## config.mk

```make
export PLATFORM = sky130hd
export DESIGN_NAME = decoder_scan
export DESIGN_NICKNAME = d
export VERILOG_FILES = /design/src/rtl/decoder_scan.sv
export SDC_FILE = /design/constraint.sdc
export NUM_CORES = 1
export LEC_CHECK = 0
export BUFFER_PORTS_ARGS = -buffer_cell sky130_fd_sc_hd__buf_2
export CORE_MARGIN = 1.5
export CORE_UTILIZATION = 56
export DETAILED_ROUTE_END_ITERATION = 10
export MAX_ROUTING_LAYER = met4
export PLACE_DENSITY = 0.8
export SLEW_MARGIN = 10
export SYNTH_ARGS = -nofsm -noshare
export SYNTH_HDL_FRONTEND = slang
export SYNTH_SLANG_ARGS = --single-unit
```

## constraint.sdc

```tcl
create_clock -name clk_i -period 2.7 [get_ports clk_i]
set_input_delay 0.27 -clock clk_i [delete_from_list [all_inputs] [get_ports clk_i]]
set_output_delay 0.27 -clock clk_i [all_outputs]
set_load 0.02 [all_outputs]
```

## src/rtl/decoder_scan.sv

```systemverilog
// Registered one-hot select generator with direct-decode and auto-stepping scan modes.
// Every output is registered; out-of-range loads pulse err, and scan wrap-around pulses wrap.
module decoder_scan #(
    parameter int unsigned OUTPUTS = 32,
    parameter int unsigned PULSE   = 0,
    localparam int unsigned W      = $clog2(OUTPUTS)
) (
    input  logic               clk_i,
    input  logic               rst_ni,
    input  logic               mode_i,
    input  logic               ena_i,
    input  logic               load_i,
    input  logic [W-1:0]       in_i,
    input  logic               step_i,
    output logic [OUTPUTS-1:0] out_o,
    output logic [W-1:0]       index_o,
    output logic               wrap_o,
    output logic               err_o
);

    typedef enum logic [1:0] {
        StIdle,
        StDirect,
        StScan
    } state_e;

    localparam logic [W-1:0] LastIdx = W'(OUTPUTS - 1);

    state_e             state_q, state_d;
    logic [W-1:0]       index_q, index_d;
    logic [OUTPUTS-1:0] out_q, out_d;
    logic               wrap_q, wrap_d;
    logic               err_q, err_d;
    logic               in_range;

    function automatic logic [OUTPUTS-1:0] onehot(input logic [W-1:0] idx);
        logic [OUTPUTS-1:0] v;
        v = '0;
        for (int unsigned i = 0; i < OUTPUTS; i++) begin
            if (idx == W'(i)) begin
                v[i] = 1'b1;
            end
        end
        return v;
    endfunction

    // A power-of-two output count covers every encodable index, so no check is needed.
    if (OUTPUTS == (1 << W)) begin : gen_full_range
        assign in_range = 1'b1;
    end else begin : gen_range_check
        localparam logic [W-1:0] OutLimit = W'(OUTPUTS);
        assign in_range = (in_i < OutLimit);
    end

    always_comb begin
        state_d = state_q;
        index_d = index_q;
        out_d   = '0;
        wrap_d  = 1'b0;
        err_d   = 1'b0;

        case (state_q)
            StIdle: begin
                if (mode_i) begin
                    state_d = StScan;
                    out_d   = ena_i ? onehot(index_q) : '0;
                end else if (load_i) begin
                    state_d = StDirect;
                    if (in_range) begin
                        index_d = in_i;
                        out_d   = ena_i ? onehot(in_i) : '0;
                    end else begin
                        err_d = 1'b1;
                    end
                end
            end

            StDirect: begin
                if (mode_i) begin
                    // Mode change wins over any load issued in the same cycle.
                    state_d = StIdle;
                    index_d = '0;
                end else if (load_i) begin
                    if (in_range) begin
                        index_d = in_i;
                        out_d   = ena_i ? onehot(in_i) : '0;
                    end else begin
                        err_d = 1'b1;
                    end
                end else if (PULSE != 0) begin
                    state_d = StIdle;
                end else begin
                    out_d = ena_i ? out_q : '0;
                end
            end

            StScan: begin
                if (!mode_i) begin
                    state_d = StIdle;
                    index_d = '0;
                end else begin
                    // Load has priority over step; a suppressed step never wraps.
                    if (load_i) begin
                        if (in_range) begin
                            index_d = in_i;
                        end else begin
                            err_d = 1'b1;
                        end
                    end else if (step_i && ena_i) begin
                        if (index_q == LastIdx) begin
                            index_d = '0;
                            wrap_d  = 1'b1;
                        end else begin
                            index_d = index_q + W'(1);
                        end
                    end
                    out_d = ena_i ? onehot(index_d) : '0;
                end
            end

            default: begin
                state_d = StIdle;
                index_d = '0;
            end
        endcase
    end

    always_ff @(posedge clk_i or negedge rst_ni) begin
        if (!rst_ni) begin
            state_q <= StIdle;
            index_q <= '0;
            out_q   <= '0;
            wrap_q  <= 1'b0;
            err_q   <= 1'b0;
        end else begin
            state_q <= state_d;
            index_q <= index_d;
            out_q   <= out_d;
            wrap_q  <= wrap_d;
            err_q   <= err_d;
        end
    end

    assign out_o   = out_q;
    assign index_o = index_q;
    assign wrap_o  = wrap_q;
    assign err_o   = err_q;

    a_out_onehot0 : assert property (@(posedge clk_i) disable iff (!rst_ni) $onehot0(out_q));

endmodule

```

==> out/metrics.cfg <==
[synthesis]
synth-xor-area-share_pct=0
synth-seq-cells=40
synthArstFlopShare_pct=100.0
synth_edf_count=0
synthMuxAreaShare_pct=0.3749
synth_ff_type=dfrtp_1
synth_compound_area_share_pct=31.49
synth_area_um2=2670
yosysSeqAreaShare_pct=37.49
synth_top_family_by_area=compound AO/OA/AOI/OAI gates
synth.distinct_cells=56
syn_nets=305
yosys.area_share.adder_pct=3.280
syn_inst=287
ys_warn_count=0
synthSimpleGateAreaFrac_pct=22.02
syn_avg_cell_area_um2=9.303

[floorplan]
fp-row-count=24
dieArea_um2=5191
pin_count=50
die_x_um=72.05
die_h_um=72.05
coreArea_um2=4474
start_util_pct=59.68

[worst_setup_path]
worstPathMaxFanout=9
path_cells=ha_1 > and3_1 > ha_2 > and4bb_1 > o31a_1 > nor2_1 > nand2_1 > o31ai_1
startpoint_type=register
cp.depth=8
crit_slowest_cell=dfrtp_1
worstRegToRegCells=8
arrival_ps=2750
cp_top_family=simple AND/OR/NAND/NOR gates
crit_buf_inv=0
reg2reg_slack_ps=150
r2r_end=out_o[2]
crit_start=index_o[1]
timing.rr.start=index_o[1]
critPathCaptureType=register
cp.required_ps=2900
crit_path_end=out_o[2]
criticalPathCategory=register to register
slowest_delay_ps=460

[placement]
gp_congestion=0.9602
place_area_um2=2920
port_buffers=48
dpl.hpwl_mm=5.960

[clock_tree]
cts_tree=built
cts_num_sinks=40
postCtsSetupRepairBufs=0
worstSkewPairLatency_ps=300
cts.clk_slew.worst_paths_ps=80
h-tree-depth=2
cts_buffer_depth=2
root_buffer=clkbuf_8
tritoncts.num_buffers=5
postCtsHoldBufs=0

[finish]
num-nets-final=347
final_cell_mix=48 x buf_2, 40 x dfrtp_1, 25 x nand2_1, 19 x nor2_1, 17 x o21ai_0
syn2layout_area_growth_pct=12.70
n_fill_cell=378
seq_area_um2=1001
finalInstanceArea_um2=3009
final_common_cell=buf_2
antenna_cells=0
multiInputGateArea_um2=1550
fin_util_pct=67.25
layout-drive-gt1-share_pct=24.32

[sta]
finalSetupViolations=0
slew_headroom_pct=40.05
grt_setup_unrepaired=no
drv_slew=0
min_period_over_period_pct=94.29
skew_ps=7.164
hold_viol=0
max_freq_mhz=392.8
tightest_slew_ps=899.2
finalCriticalPeriod_ps=2546
fin_tns_setup_ps=0

[power_and_ir_drop]
p_per_area_nw_per_um2=452.7
p_leak_nw=1.334
vdd_ir_drop_max_mv=0.2908

[routing]
drc_errors=0
final_antenna_net_count=0
firstDrtPassIters=6
drt_wl_total_mm=8.412
drt-initial-drc-count=301
vias=2726
wl_per_cell_um=22.08
via_per_inst=7.155

[grt]
grt_max_degree=41
first_global_vias=2565
grt_pass1_wl_mm=13.30
overflow=0
track_usage_pct=34.70
antenna_found_initial=0

[min_path]
min_path_type=input pin to asynchronous set/reset pin

[status]
status=finished clean

[job]
cap_violations=0

Yosys cell counts, types with 3 or more instances:
| cell | count | area [um^2] |
|---|---|---|
| o211ai_1 | 4 | 30.03 |
| dfrtp_1 | 40 | 1001 |
| nor2_1 | 19 | 71.32 |
| inv_1 | 6 | 22.52 |
| buf_2 | 6 | 30.03 |
| o31a_1 | 3 | 26.28 |
| a221o_1 | 7 | 70.07 |
| clkbuf_1 | 7 | 26.28 |
| nand2_1 | 25 | 93.84 |
| nand3_1 | 14 | 70.07 |
| a32oi_1 | 5 | 43.79 |
| nor3_1 | 5 | 25.02 |
| a22oi_1 | 4 | 30.03 |
| nor2b_1 | 9 | 56.30 |
| and2_1 | 6 | 37.54 |
| and3_1 | 6 | 37.54 |
| o22ai_1 | 13 | 81.33 |
| a222oi_1 | 13 | 130.1 |
| ha_1 | 7 | 87.58 |
| a21oi_1 | 10 | 50.05 |
| o21ai_0 | 17 | 85.08 |
| buf_4 | 5 | 37.54 |
| a221oi_1 | 3 | 26.28 |
| nand2b_1 | 7 | 43.79 |
| o31ai_1 | 8 | 60.06 |
| o32ai_1 | 3 | 26.28 |
how the worst min path moves through the flow:
stage	end	startpoint
after floorplan	index_o[0]	rst_ni
after global placement	out_o[1]	rst_ni
after detailed placement	out_o[1]	rst_ni
after CTS	out_o[1]	rst_ni
after global routing	out_o[1]	rst_ni
final	out_o[1]	rst_ni
metrics by stage:
step / std cells / setup WS (ps) / power (W) / hold slack, ps
floorplan: 287 / 306.0 / 0.0008571 / -25.59
global placement: 374 / 265.6 / 0.0009674 / 435.0
detailed placement: 374 / 125.5 / 0.0009720 / 445.0
CTS: 381 / 71.28 / 0.001349 / 128.2
global route: 381 / 23.51 / 0.001403 / 189.6
finish: 381 / 154.3 / 0.001362 / 93.92
worst register-to-register path, delay by kind of cell, from the launching register on:
| kind | cells | cell delay, ps |
|---|---|---|
| adders and majority gates | 2 | 550 |
| AOI/OAI and AO/OA | 2 | 640 |
| DFF | 1 | 460 |
| and+or+nand+nor | 4 | 800 |
logic make-up after synthesis:
group,count (synthesis)
adders and majority gates,7
muxes,1
other,1
AOI/OAI and AO/OA,105
and+or+nand+nor,107
buffers and inverters,26
DFF,40
sequential cells by signal (all words and copies together) (netlist names):
signal	flops
out_o	32
wrap_o	1
state_q	2
index_o	5
repair_timing:
action | CTS | global route
resized for setup | 0 | 2
hold endpoints to repair | 0 | 0
endpoints found under the setup margin | 0 | 19
power by group:
part           switching (W)  leakage (nW)  internal, W
logic               0.000240         0.743     0.000102
registers          0.0000174         0.551     0.000615
clock network       0.000211        0.0410     0.000176
metal layers:
layer | up-vias | track usage, % | routed length [um]
met4 | 0 | 13.00 | 241
met2 | 197 | 53.29 | 3937
met5 | - | - | 0
met3 | 31 | 7.500 | 907
li1 | 1203 | - | -
met1 | 1295 | 45.34 | 3326
layout make-up:
type / instances / share of cell area [%]
Timing Repair Buffer: 55 / 9.730
Multi-Input combinational cell: 221 / 51.52
Clock buffer: 6 / 2.412
Tap cell: 52 / 2.162
Sequential cell: 40 / 33.26
Inverter: 6 / 0.7484
Clock inverter: 1 / 0.1663
(Power assumes the default switching activity.)
